==> config.mk <==
export PLATFORM = sky130hd
export DESIGN_NAME = mem_ctrl
export DESIGN_NICKNAME = d
export VERILOG_FILES = /design/src/rtl/mem_ctrl_pkg.sv /design/src/rtl/mem_ctrl_watchdog.sv /design/src/rtl/mem_ctrl.sv
export SDC_FILE = /design/constraint.sdc
export NUM_CORES = 1
export LEC_CHECK = 0
export ABC_AREA = 1
export CORE_ASPECT_RATIO = 0.9
export CORE_MARGIN = 2
export CORE_UTILIZATION = 48
export DETAILED_ROUTE_END_ITERATION = 6
export GPL_TIMING_DRIVEN = 1
export PLACE_DENSITY = 0.94
export SYNTH_ARGS = -nofsm -noshare
export SYNTH_HDL_FRONTEND = slang
export SYNTH_SLANG_ARGS = --single-unit
==> constraint.sdc <==
create_clock -name clk -period 7.8 [get_ports clk]
set_input_delay 1.56 -clock clk [delete_from_list [all_inputs] [get_ports clk]]
set_output_delay 1.56 -clock clk [all_outputs]
set_load 0.01 [all_outputs]
==> src/rtl/mem_ctrl_pkg.sv <==
// Shared types and widths for the mem_ctrl request-side RAM controller.
package mem_ctrl_pkg;

  localparam int unsigned RAM_ADDR_W = 32;
  localparam int unsigned RAM_DATA_W = 32;

  typedef enum logic [2:0] {
    SYNC,
    IDLE,
    WAIT_LOW,
    WAIT_HIGH,
    SAME,
    RESP
  } mem_ctrl_state_t;

  // Everything the ram change-detector looks at.
  typedef struct packed {
    logic                  wr;
    logic [RAM_ADDR_W-1:0] addr;
    logic [RAM_DATA_W-1:0] data;
  } ram_req_t;

endpackage

==> src/rtl/mem_ctrl_watchdog.sv <==
// Wait-state watchdog for mem_ctrl; expired_c rises on the LIMIT-th enabled cycle.
module mem_ctrl_watchdog #(
  parameter int unsigned LIMIT = 64
) (
  input  logic clk,
  input  logic rst,
  input  logic clr,
  input  logic en,
  output logic expired_c
);

  localparam int unsigned CNT_W = (LIMIT > 1) ? $clog2(LIMIT) : 1;

  logic [CNT_W-1:0] cnt;

  assign expired_c = en && (cnt >= CNT_W'(LIMIT - 1));

  always_ff @(posedge clk or posedge rst) begin
    if (rst) begin
      cnt <= '0;
    end else if (clr) begin
      cnt <= '0;
    end else if (en && !expired_c) begin
      cnt <= cnt + CNT_W'(1);
    end
  end

endmodule

==> src/rtl/mem_ctrl.sv <==
// Valid/ready front end for the negedge change-detect ram block.
// Optional wait-state watchdog enabled by defining MEM_CTRL_TIMEOUT_EN.
module mem_ctrl
  import mem_ctrl_pkg::*;
#(
  parameter int unsigned RAM_SIZE       = 1024,
  parameter int unsigned TIMEOUT_CYCLES = 64
) (
  input  logic                  clk,
  input  logic                  rst,
  input  logic                  req_valid,
  output logic                  req_ready,
  input  logic                  req_wr,
  input  logic [RAM_ADDR_W-1:0] req_addr,
  input  logic [RAM_DATA_W-1:0] req_wdata,
  output logic                  rsp_valid,
  input  logic                  rsp_ready,
  output logic [RAM_DATA_W-1:0] rsp_rdata,
  output logic                  rsp_err,
  output logic [RAM_DATA_W-1:0] ram_data,
  output logic [RAM_ADDR_W-1:0] ram_addr,
  output logic                  ram_wr,
  input  logic                  ram_response,
  input  logic [RAM_DATA_W-1:0] ram_out
);

  mem_ctrl_state_t state;
  logic [1:0]      sync_cnt;
  logic            same_cnt;
  logic            is_wr;
  logic            to_sync;
  logic            timeout_c;
  logic            oob_c;
  ram_req_t        drive_c;
  ram_req_t        new_c;

  assign oob_c   = (req_addr >= RAM_ADDR_W'(RAM_SIZE));
  assign drive_c = '{wr: ram_wr, addr: ram_addr, data: ram_data};
  assign new_c   = '{wr: req_wr, addr: req_addr, data: req_wdata};

`ifdef MEM_CTRL_TIMEOUT_EN
  mem_ctrl_watchdog #(
    .LIMIT (TIMEOUT_CYCLES)
  ) u_watchdog (
    .clk       (clk),
    .rst       (rst),
    .clr       (state == IDLE),
    .en        ((state == WAIT_LOW) || (state == WAIT_HIGH)),
    .expired_c (timeout_c)
  );
`else
  logic unused_timeout_c;
  assign unused_timeout_c = ^TIMEOUT_CYCLES;
  assign timeout_c        = 1'b0;
`endif

  always_ff @(posedge clk or posedge rst) begin
    if (rst) begin
      state     <= SYNC;
      sync_cnt  <= 2'd0;
      same_cnt  <= 1'b0;
      is_wr     <= 1'b0;
      to_sync   <= 1'b0;
      req_ready <= 1'b0;
      rsp_valid <= 1'b0;
      rsp_rdata <= '0;
      rsp_err   <= 1'b0;
      ram_data  <= '0;
      ram_addr  <= '0;
      ram_wr    <= 1'b0;
    end else begin
      case (state)
        SYNC: begin
          if (sync_cnt != 2'd2) begin
            sync_cnt <= sync_cnt + 2'd1;
          end else if (ram_response) begin
            state     <= IDLE;
            req_ready <= 1'b1;
          end
        end

        IDLE: begin
          if (req_valid && req_ready) begin
            req_ready <= 1'b0;
            is_wr     <= req_wr;
            if (oob_c) begin
              state <= RESP;
            end else if (new_c != drive_c) begin
              ram_wr   <= req_wr;
              ram_addr <= req_addr;
              ram_data <= req_wdata;
              state    <= WAIT_LOW;
            end else begin
              same_cnt <= 1'b0;
              state    <= SAME;
            end
          end
        end

        WAIT_LOW: begin
          if (!ram_response) begin
            state <= WAIT_HIGH;
          end else if (timeout_c) begin
            state     <= RESP;
            rsp_valid <= 1'b1;
            rsp_err   <= 1'b1;
            rsp_rdata <= '0;
            to_sync   <= 1'b1;
          end
        end

        WAIT_HIGH: begin
          if (ram_response) begin
            state     <= RESP;
            rsp_valid <= 1'b1;
            rsp_err   <= 1'b0;
            rsp_rdata <= is_wr ? '0 : ram_out;
          end else if (timeout_c) begin
            state     <= RESP;
            rsp_valid <= 1'b1;
            rsp_err   <= 1'b1;
            rsp_rdata <= '0;
            to_sync   <= 1'b1;
          end
        end

        // Two cycles cover at least one executing negedge of the ram.
        SAME: begin
          if (same_cnt) begin
            state     <= RESP;
            rsp_valid <= 1'b1;
            rsp_err   <= 1'b0;
            rsp_rdata <= is_wr ? '0 : ram_out;
          end else begin
            same_cnt <= 1'b1;
          end
        end

        // Entered with rsp_valid low only for an out-of-range request.
        RESP: begin
          if (!rsp_valid) begin
            rsp_valid <= 1'b1;
            rsp_err   <= 1'b1;
            rsp_rdata <= '0;
          end else if (rsp_ready) begin
            rsp_valid <= 1'b0;
            rsp_err   <= 1'b0;
            if (to_sync) begin
              to_sync  <= 1'b0;
              sync_cnt <= 2'd0;
              state    <= SYNC;
            end else begin
              req_ready <= 1'b1;
              state     <= IDLE;
            end
          end
        end

        default: begin
          state    <= SYNC;
          sync_cnt <= 2'd0;
        end
      endcase
    end
  end

endmodule

# ---- Word level (Yosys, flattened, before mapping)
# Index checks and enable logic that the tools add are counted.
dict set report totals {
  reg_bits 107
  inputBits 102
  out_inout_bits 100
  word_cells 89
}
dict set report classes {
  n_addsub 1
  order_cmp 1
  eq_ne 20
  n_mux 37
  bitwise 3
  reduce_logical 16
}
# operator n
set ops {}
lappend ops {{32-bit 2-to-1 mux} 4}
lappend ops {{32-bit case mux with 3 select lines} 1}
lappend ops {{65-bit != test} 1}
lappend ops {{32-bit by 11-bit >= comparator with 1-bit output, second input constant} 1}
lappend ops {{3-bit 2-to-1 mux} 10}
lappend ops {{2-bit != test, second input constant} 13}
lappend ops {{3-bit case mux with 6 select lines} 1}
lappend ops {{4-bit AND reduction} 4}
lappend ops {{1-bit 2-to-1 mux} 15}
lappend ops {{1-bit case mux with 3 select lines} 3}
lappend ops {{8-bit AND reduction} 1}
lappend ops {{3-bit by 2-bit == test with 1-bit output, second input constant} 2}
lappend ops {{3-bit == test, second input constant} 2}
lappend ops {{6-bit AND reduction} 1}
lappend ops {{3-bit nonzero test} 2}
lappend ops {{5-bit AND reduction} 1}
lappend ops {{5-bit OR reduction} 1}
lappend ops {{2-bit case mux with 2 select lines} 1}
lappend ops {{4-bit OR reduction} 1}
lappend ops {{3-bit by 1-bit == test with 1-bit output, second input constant} 1}
lappend ops {{3-bit logical NOT} 1}
lappend ops {{3-bit != test, second input constant} 1}
lappend ops {{1-bit inverter} 3}
lappend ops {{3-bit AND reduction} 1}
lappend ops {{other kinds (6)} 6}

# ---- Longest topological paths before layout
# Gate-level depths: netlist of the first run.
dict set report logic_depth {
  word_depth 5
  mapped_depth 15
}

# ---- Least setup slack after synthesis of the first run
# No wires, ideal clock.
dict set report synth_timing {
  path_type {input to register}
  startpoint {input req_addr[10]}
  endpoint {register ram_addr[12]}
  setup_ns 0.113
  arrival_ns 2.781
  path_slack_ns 4.905
  path_stages 8
  path_cell_list {nor4_1 > nand3_1 > nor3b_4 > nand4_1 > buf_2 > buf_4 > nand2_1 > inv_1}
}
dict set report synth_between {
  elab_chain_cells 3
}
# item line
set synth_lines {}
lappend synth_lines {{from (decl)} mem_ctrl.sv:14} ;# input logic [RAM_ADDR_W-1:0] req_addr,
lappend synth_lines {{32-bit by 11-bit >= comparator with 1-bit output} mem_ctrl.sv:37} ;# assign oob_c = (req_addr >= RAM_ADDR_W'(RAM_SIZE));
lappend synth_lines {{1-bit inverter (no line)} -}
lappend synth_lines {{4-bit AND reduction (no line) (*)} -}
lappend synth_lines {{to (signal assigned)} mem_ctrl.sv:90} ;# ram_addr <= req_addr;
lappend synth_lines {{to (decl)} mem_ctrl.sv:21} ;# output logic [RAM_ADDR_W-1:0] ram_addr,
# Mark *: on every way between the ends. The rest lies on a longest branch, timed or not.
# A chain may end at the register's enable or synchronous reset.

# ---- Worst setup path in the final report of the first run
dict set report layout_timing {
  startpoint {input req_addr[22]}
  endpoint {register ram_data[26]}
}
dict set report layout_between {
  elab_chain_cells 3
}
# item line
set layout_lines {}
lappend layout_lines {{32-bit by 11-bit >= comparator with 1-bit output} mem_ctrl.sv:37}
lappend layout_lines {{1-bit inverter (no line)} -}
lappend layout_lines {{4-bit AND reduction (no line) (*)} -}
lappend layout_lines {{to (signal assigned)} mem_ctrl.sv:91} ;# ram_data <= req_wdata;
lappend layout_lines {{to (decl)} mem_ctrl.sv:20} ;# output logic [RAM_DATA_W-1:0] ram_data,
# Marked as above.

==> results of run 1 <==
stage by stage:
| stage | total power, mW | worst slack, ns | hold WS, ns | cell area, um^2 |
|---|---|---|---|---|
| global placement | 1.25 | 3.63 | 0.477 | 7470 |
| detailed placement | 1.26 | 3.57 | 0.481 | 7470 |
| global route | 1.81 | 3.70 | 0.519 | 7760 |
| floorplan | 1.01 | 3.42 | 0.454 | 5360 |
| finish | 1.70 | 3.89 | 0.504 | 7760 |
| CTS | 1.72 | 3.92 | 0.504 | 7760 |
worst reg2reg max path, stage by stage, from the launching register on:
cell and delay [ns]:
dfrtp_1 0.46, inv_1 0.16, nand3_1 0.13, nand2_1 0.08, inv_1 0.05, nand2_1 0.05, nand3_1 0.75, nor2_2 0.30
buf_4 0.35, nand3_1 0.15, nand2_1 0.10
power breakdown:
part	total [mW]	internal (mW)	switching (mW)
registers	0.678	0.631	0.0468
logic	0.575	0.245	0.330
clock network	0.447	0.232	0.215
total	1.70	1.11	0.592
layout by cell type, fill, tap and decap left out, types with 4 or more instances in the layout:
cell and count:
nand2_1 282, clkdlybuf4s50_1 201, dfrtp_1 107, inv_1 93, o21ai_0 52, nor2_1 42, nand3_1 41, xnor2_1 34
clkbuf_16 9, a21oi_1 6, nor4_1 4, buf_4 4
flip-flops by register name (all words and copies together) (netlist names):
register   cells
ram_addr      32
ram_data      32
rsp_rdata     32
state          3
sync_cnt       2
is_wr          1
ram_wr         1
req_ready      1
rsp_err        1
rsp_valid      1
same_cnt       1
cell type report:
| class | instances | area [um^2] |
|---|---|---|
| Fill cell | 860 | 3090 |
| Sequential cell | 107 | 2680 |
| Multi-Input combinational cell | 481 | 2200 |
| Timing Repair Buffer | 205 | 2040 |
| Inverter | 95 | 359 |
| Clock buffer | 10 | 239 |
| Tap cell | 152 | 190 |
| Clock inverter | 6 | 56.3 |
cell families after synthesis:
logic type,count (synthesis),share of synthesized area (%)
AO/OA/AOI/OAI,63,6.10
AND/OR/NAND/NOR,381,28.9
XOR/XNOR,36,5.89
adder cells (fa/ha/maj),1,0.233
buffers and inverters,119,8.94
flip-flops,107,50.0
worst min path at each step:
| stage | cells after the start | startpoint | end |
|---|---|---|---|
| 6_report | 1 | sync_cnt[0] | sync_cnt[0] |
| 5_1_grt | 1 | sync_cnt[0] | sync_cnt[0] |
| 4_1_cts | 1 | sync_cnt[0] | sync_cnt[0] |
| 3_5_place_dp | 2 | same_cnt | same_cnt |
| 3_3_place_gp | 2 | sync_cnt[1] | sync_cnt[1] |
| 2_1_floorplan | 2 | same_cnt | same_cnt |
per-layer routing:
layer	up-vias	GRT usage [%]
li1	2541	-
met1	2347	30.3
met2	195	39.5
met3	41	5.65
met4	0	9.12
met5	-	0
==> impl_results.md, run 1 <==
- Drt via density: 4.85
- Final Util: 71.5%
- Top cell type's share of synthesized area: 50.0%
- Min Tclk post-route: 3.91 ns
- I/O Pins: 202
- Worst Hold Class: reg -> reg
- #FFs+latches synth: 107
- Post-Syn Area per Cell: 7.58 um^2
- Number of global-route vias before repair: 4,987
- Peak supply drop: 164 uV
- Mapped cell area: 5360 um^2
- CTS max path bufs: 2
- Largest net degree at the start of global routing: 67
- Via count: 5,124
- First-pass GRT wire length: 23.3 mm
- Max incr delay on CP: 0.86 ns
- Met3 routed WL: 989 um
- Top FF cell, synth: dfrtp_1
- Yosys Warn Count: 0
- Met2 routed wirelength: 6.74 mm
- Cell count after synthesis: 707
- Die H: 104 um
- CTS Hold Buffers Added: 0
- Residual DRC: 0
- # setup viols final: 0
- Power density over cell area: 219 nW/um^2
- Clock-pin transition on the worst setup and hold timing paths: 0.07 ns
- Grt ovf: 0
- Cts repair resizes: 0
- Synth async-reset ratio: 100%
- Crit-path cells: clkdlybuf4s50_1 > nor2_1 > nand2_1 > nor4_1 > nor3b_4 > nand2_1 > nor2_4 > nand2_1 > o21ai_0
- Gp weighted congestion: 0.864
- Worst r2r dst: rsp_rdata[31]
- Final period util: 50.1%
- Total Wirelength: 14.1 mm
- Worst path slowest cell: nor2_4
- Worst path bufs/invs: 1
- Max Cap Violations: 0
- CTS tree: built
- Total clock sinks: 107
- Final net count: 1,002
- RSZ-0062 raised after global routing: no
- Worst Path Required: 8.06 ns
- Area contributors post-synth: dfrtp_1 50%, nand2_1 20%, inv_1 6.6%
- Final Max Tran Viols: 0
- LEAKAGE: 3.94 nW
- Max transition margin: 24.9%
- Netlist cell types: 28
- M1 WL: 5.94 mm
- CTS buffer count: 9
- Worst Setup EP: ram_data[26]
- R2r setup slk: 5.18 ns
- Die X-Extent: 115 um
- Critical path depth: 9
- Core Rows: 36
- Most numerous cell in the Yosys netlist: nand2_1
- Syn nets: 810
- Share of cells above drive strength 1: 3.21%
- Number of detailed-route iterations in the first pass: 5
- Core box area: 10,900 um^2
- Initial DRC count: 361
- Antenna cells: 0
- Finished Layout Cells: 1,056
- Die area: 12,000 um^2
- Worst Setup End Kind: flop
- Top Metal Used: met4
- Htree depth: 3
- Initial antenna violation count: 0
- Post-synth EDFFs: 0
- Critical path type: in -> reg
- Worst-Skew Late Latency: 0.35 ns
- Arrival @ worst endpoint: 4.16 ns
- Drt wl/cell: 13.4 um
- TNS Setup: 0 ns
- Max FO, Critical Path: 59
- Root Buffer: clkbuf_16
- Startpoint Class: input pin
- DP Wirelength: 10.4 mm
- Least-Margin Pin Slew: 1.12 ns
- Port Buf Inserts: 201
- Post-synthesis sequential area ratio: 50.0%
- Final hold vios: 0
- Cell taking the most area after synthesis: dfrtp_1
- Outcome: finished, final reports clean
- Layout area overhead: 44.9%
- Delay-heaviest family, CP: simple AND/OR/NAND/NOR gates
- Inst Count DP: 1,040
- Initial Util: 49.4%
- Most common library cells after synthesis: 282 x nand2_1, 107 x dfrtp_1, 94 x inv_1
- DRT antenna net count: 0
- Start point of the critical path: req_addr[22]
- R2R depth: 10
- CP most frequent cell: nand2_1
- Max Fclk: 0.256 GHz
- # Post-CTS Setup Buffers: 0
- Total GRT Usage: 23.9%
- Clock skew: 0.0117 ns
- RR Startpoint: state[0]
(Power assumes the default switching activity.)
==> run 2: changes to the inputs <==
--- a/config.mk
+++ b/config.mk
@@ -8,10 +8,10 @@
 export ABC_AREA = 1
 export CORE_ASPECT_RATIO = 0.9
 export CORE_MARGIN = 2
-export CORE_UTILIZATION = 48
+export CORE_UTILIZATION = 40
 export DETAILED_ROUTE_END_ITERATION = 6
 export GPL_TIMING_DRIVEN = 1
-export PLACE_DENSITY = 0.94
+export PLACE_DENSITY = 0.85
 export SYNTH_ARGS = -nofsm -noshare
 export SYNTH_HDL_FRONTEND = slang
 export SYNTH_SLANG_ARGS = --single-unit
==> constraint.sdc (replaced) <==
create_clock -name clk -period 3.4 [get_ports clk]
set_input_delay 0.68 -clock clk [delete_from_list [all_inputs] [get_ports clk]]
set_output_delay 0.68 -clock clk [all_outputs]
set_load 0.01 [all_outputs]
==> impl_results.md, run 2 (synthesized netlist as in run 1, its figures left out) <==
- Cts repair resizes: 0
- Core box area: 13,200 um^2
- LEAKAGE: 3.98 nW
- Die X-Extent: 126 um
- Largest net degree at the start of global routing: 60
- Delay-heaviest family, CP: simple AND/OR/NAND/NOR gates
- Total Wirelength: 14.5 mm
- Drt wl/cell: 13.5 um
- Commonest cells after routing, fill and taps aside: 282 x nand2_1, 201 x clkdlybuf4s50_1, 107 x dfrtp_1
- RSZ-0062 raised after global routing: no
- Initial antenna violation count: 0
- Clock power share: 28.7%
- R2R depth: 10
- Layout area overhead: 47.3%
- Outcome: finished, final reports clean
- Arrival @ worst endpoint: 2.85 ns
- Die area: 14,300 um^2
- Worst Setup End Kind: flop
- Most common cell after layout, fill and taps aside: nand2_1
- Gp weighted congestion: 0.808
- Max FO, Critical Path: 59
- Final Max Tran Viols: 0
- Worst Hold Class: reg -> reg
- Grt ovf: 0
- Max Fclk: 0.390 GHz
- Flop pwr share: 38.3%
- Min-delay src: sync_cnt[0]
- Residual DRC: 0
- Worst path bufs/invs: 2
- # setup viols final: 0
- Core Rows: 40
- Share of cells above drive strength 1: 3.74%
- CTS buffer count: 9
- Post-route cell area: 7890 um^2
- DP Wirelength: 10.9 mm
- DRT antenna net count: 0
- Crit-path cells: clkdlybuf4s50_1 > nor4_1 > nand2_1 > nor3b_4 > nand2_1 > nor2_4 > buf_12 > nand2_1 > nand2_1
- Inst Count DP: 1,060
- Least-Margin Pin Slew: 0.987 ns
- Power Total: 4.06 mW
- Hold Path Sink: sync_cnt[0]
- Final period util: 75.4%
- Worst-Skew Late Latency: 0.35 ns
- Clock-pin transition on the worst setup and hold timing paths: 0.07 ns
- Area of the multi-input gates: 2200 um^2
- Switching portion of total power: 33.8%
- RR Startpoint: state[0]
- Critical path depth: 9
- Critical path type: in -> reg
- Worst path slowest cell: nor4_1
- Total clock sinks: 107
- Number of global-route vias before repair: 4,929
- Final net count: 1,006
- Logic pwr share: 33.0%
- Initial Util: 40.5%
- Max Cap Violations: 0
- Hold_ws: 0.496 ns
- Pint: 2.69 mW
- Min Tclk post-route: 2.56 ns
- Port Buf Inserts: 201
- Max transition margin: 34.2%
- Max incr delay on CP: 0.52 ns
- Number of detailed-route iterations in the first pass: 4
- Clock skew: 0.00988 ns
- Final hold vios: 0
- Hold Path Depth: 1
- I/O Pins: 202
- Final Util: 59.7%
- R2r setup slk: 1.28 ns
- PnR worst setup slack: 0.837 ns
- Initial DRC count: 288
- Peak supply drop: 453 uV
- Placed inst area: 7560 um^2
- Die H: 114 um
- CTS tree: built
- Regs by FF count: ram_addr x32, ram_data x32, rsp_rdata x32
- Htree depth: 3
- Finished Layout Cells: 1,076
- CP most frequent cell: nand2_1
- Net switching power figure: 1.37 mW
- Worst r2r dst: rsp_rdata[6]
- First-pass GRT wire length: 23.8 mm
- Worst slack, placed: 0.452 ns
- Antenna cells: 0
- Startpoint Class: input pin
- Storage element area: 2680 um^2
- CTS Hold Buffers Added: 0
- Root Buffer: clkbuf_16
- # Post-CTS Setup Buffers: 0
- CTS max path bufs: 2
- TNS Setup: 0 ns
- Total GRT Usage: 20.6%
- Via count: 5,058
- # fillers: 1,182
- Worst Path Required: 3.69 ns
- Drt via density: 4.70
- Power density over cell area: 514 nW/um^2
[run 2: cell types whose count changed in the layout (fill, tap and decap cells not counted), sizes merged]
cell      delta
bufinv       +2
buf          +4
clkbuf       -1
clkinv       -2
clkinvlp     +1
[run 2: worst max-delay path by stage]
| stage | from | endpoint | slack [ns] |
|---|---|---|---|
| floorplan | req_addr[10] | ram_addr[12] | 1.39 |
| global placement | req_addr[27] | ram_addr[5] | 0.43 |
| detailed placement | req_addr[27] | ram_data[12] | 0.45 |
| CTS | req_addr[27] | ram_data[12] | 0.82 |
| global route | req_addr[27] | ram_data[16] | 0.63 |
| finish | req_addr[27] | ram_data[13] | 0.84 |
[run 2: area by class of cell]
cell class              count  area share, %
flip-flops and latches    107           33.9
repair buffers            209           26.7
clock inverters             7           1.36
well taps                 168           2.66
multi-input cells         481           27.9
inverters                  95           4.56
clock buffers               9           2.85
[run 2: layer usage]
layer,track usage [%],vias to the layer above,share of wire [%]
met5,0,-,0
met4,3.00,0,0.85
met3,7.50,11,7.1
met2,35.2,157,49
met1,25.9,2348,43
li1,-,2542,-
[run 2: power groups by stage]
stage	combinational [mW]	sequential [mW]	clock [mW]
4_1_cts	1.35	1.56	1.20
3_3_place_gp	1.32	1.57	0
2_1_floorplan	0.689	1.62	0
5_1_grt	1.52	1.58	1.25
6_report	1.34	1.56	1.16
3_5_place_dp	1.34	1.58	0
==> RTL change: new RTL, flow settings as in run 2 <==
The 6 states of `mem_ctrl_state_t` get a one-hot encoding in 6 bits.
--- a/src/rtl/mem_ctrl_pkg.sv
+++ b/src/rtl/mem_ctrl_pkg.sv
@@ -4,13 +4,13 @@
   localparam int unsigned RAM_ADDR_W = 32;
   localparam int unsigned RAM_DATA_W = 32;
 
-  typedef enum logic [2:0] {
-    SYNC,
-    IDLE,
-    WAIT_LOW,
-    WAIT_HIGH,
-    SAME,
-    RESP
+  typedef enum logic [5:0] {
+    SYNC      = 6'b000001,
+    IDLE      = 6'b000010,
+    WAIT_LOW  = 6'b000100,
+    WAIT_HIGH = 6'b001000,
+    SAME      = 6'b010000,
+    RESP      = 6'b100000
   } mem_ctrl_state_t;
 
   // Everything the ram change-detector looks at.
Behaviour: same outputs for any inputs over 4 cycles, from zero or initial values and one cycle with rst high; so few cycles prove little.
==> RTL change against run 2 <==
  * Critical path type unchanged
  * Critical endpoint is now ram_data[19]
  * Final area grew 5.3%
  * Final cell count rose by 6.1%
  * Setup slack gained 0.060 ns
  * Largest cell class unchanged
  * Sequential power is essentially flat
  * Count of clock-buffer cells in the layout grew 1
  * Wire length grew 12%
  * Global-route usage is 0.62 points higher
  * Total power fell by 10%
  * Synthesized area is 7.9% higher
  * Sequential cell count is 3 higher
==> RTL change: results (changes against run 2) <==
stage;metric;value;unit;change
status;outcome;completed;;unchanged
logic_synthesis;synthTopCellsByCount;nand2_1 (277), dfrtp_1 (109), inv_1 (59);;was nand2_1 (282), dfrtp_1 (107), inv_1 (94)
global_routing;grt_pass1_vias;5291;;was 4,929
detailed_routing;drtIter0Drc;464;;was 288
setup_path;r2r_cells;9;;was 10
place;place_ws;0.5249;ns;was 0.4523 ns
detailed_routing;routed_wl;16190;um;was 14,490 um
timing;hold_ws;0.4880;ns;was 0.4964 ns
global_routing;grt_pass1_wl;26300;um;was 23,830 um
cells_and_area;antennaDiodeCount;0;;unchanged
logic_synthesis;synth_area_leaders;dfrtp_1 (47%), nand2_1 (18%), nand4_1 (5.5%);;was dfrtp_1 (50%), nand2_1 (20%), inv_1 (6.6%)
timing;tightest_slew;0.7300;ns;was 0.9866 ns
setup_path;critical-path-max-stage-delay;0.51;ns;
pwr;peakVddDrop;0.3786;mV;was 0.4530 mV
logic_synthesis;syn_nets;854;;was 810
setup_path;worstReg2RegEnd;rsp_rdata[15];;was rsp_rdata[6]
setup_path;cp-startpoint;req_addr[8];;was req_addr[27]
detailed_routing;vias;5534;;was 5,058
global_routing;grt_max_degree;48;;was 60
clocking;path_clk_slew;0.07;ns;about the same
place;gp_congestion;0.8600;;was 0.8075
min_path;hold_path.startpoint;rsp_rdata[12];;was sync_cnt[0]
setup_path;reg2reg_from;state[2];;was state[0]
setup_path;crit_slowest_cell;clkdlybuf4s50_1;;was nor4_1
clocking;cts.path.max_buffers;2;;unchanged
logic_synthesis;synth_cell_types;32;;was 28
place;post-dp-hpwl;11840;um;was 10,900 um
setup_path;cp.arrival;2.79;ns;was 2.85 ns
cells_and_area;final_nets;1047;;was 1,006
setup_path;reg2reg_slack;0.93;ns;was 1.28 ns
clocking;cts-buffers-inserted;9;;unchanged
cells_and_area;nFillCells;1257;;was 1,182
pwr;p_sw_frac;0.3016;;was 0.3382
detailed_routing;first_pass_iters;5;;was 4
setup_path;critical_path.max_fanout;33;;was 59
cells_and_area;drive_gt1_frac;0.08008;;was 0.03744
logic_synthesis;synth.avg_cell_area;7.700;um^2;was 7.578 um^2
place;dp_cells;1126;;was 1,060
pwr;p_leak;4.011;nW;was 3.983 nW
detailed_routing;post_drt_wl_per_cell;14.18;um;was 13.47 um
min_path;hold_path_depth;2;;was 1
min_path;holdPathEnd;rsp_rdata[12];;was sync_cnt[0]
global_routing;track_usage;0.2125;;was 0.2063
logic_synthesis;yosysSeqAreaShare;0.4762;;was 0.4998
timing;fin_worst_skew;0.008579;ns;was 0.009879 ns
==> RTL change: changes by cell type in the layout (fill, tap and decap cells not counted), moves of 10 or more <==
cell,before,now
xor2_1,2,18
inv_2,1,24
nand2_2,0,10
inv_1,93,58
nand3_1,41,12
nor2_1,41,57
o21ai_0,52,27
nand4_1,2,51
o21ai_1,0,14
==> RTL change: worst max-delay path by stage <==
stage | end | slack (ns) | depth (start not counted)
global route | rsp_rdata[14] | 0.69 | 9
floorplan | is_wr | 1.39 | 1
detailed placement | ram_data[19] | 0.52 | 14
finish | ram_data[19] | 0.90 | 14
global placement | state[2] | 0.58 | 13
CTS | ram_data[19] | 0.88 | 14
==> RTL change: layer usage <==
metal | vias up | track usage | part of all wire
met5 | - | 0 | 0
met4 | 0 | 0.05186 | 0.014
met3 | 20 | 0.05864 | 0.090
met2 | 221 | 0.3389 | 0.47
met1 | 2557 | 0.2867 | 0.43
li1 | 2736 | - | -
==> RTL change: worst max-delay path: cells and delay by family <==
family                 cells  cell delay (ns)
AND/OR/NAND/NOR           11             1.17
buffers and inverters      3             0.94
==> RTL change: logic make-up after synthesis <==
logic type	after synthesis	share of synthesized area
simple gates	428	0.3198
buf+inv	114	0.08243
mux	1	0.001947
fa+ha+maj	1	0.002163
compound gates	47	0.04176
xor+xnor	50	0.07572
flops	110	0.4762
==> RTL change: area by class of cell <==
class                   count  area, um^2  share of cell area
repair buffers            211        2125              0.2556
clock inverters             6       68.82            0.008281
clock buffers              10       239.0             0.02876
multi-input cells         527        2560              0.3080
inverters                  85       322.8             0.03884
well taps                 193       241.5             0.02906
flip-flops and latches    110        2754              0.3314
==> RTL change: power groups by stage <==
stage               logic [mW]  registers (mW)  clock network, mW
detailed placement       0.999            1.57                  0
CTS                       1.01            1.56               1.12
global route              1.11            1.58               1.17
floorplan                0.430            1.62                  0
finish                   0.998            1.56               1.09
global placement         0.980            1.58                  0
==> RTL change: through the flow <==
step	instance area, um^2	power [mW]
detailed placement	8003	2.573
global placement	8003	2.556
floorplan	5787	2.054
finish	8310	3.641
global route	8310	3.854
CTS	8310	3.681
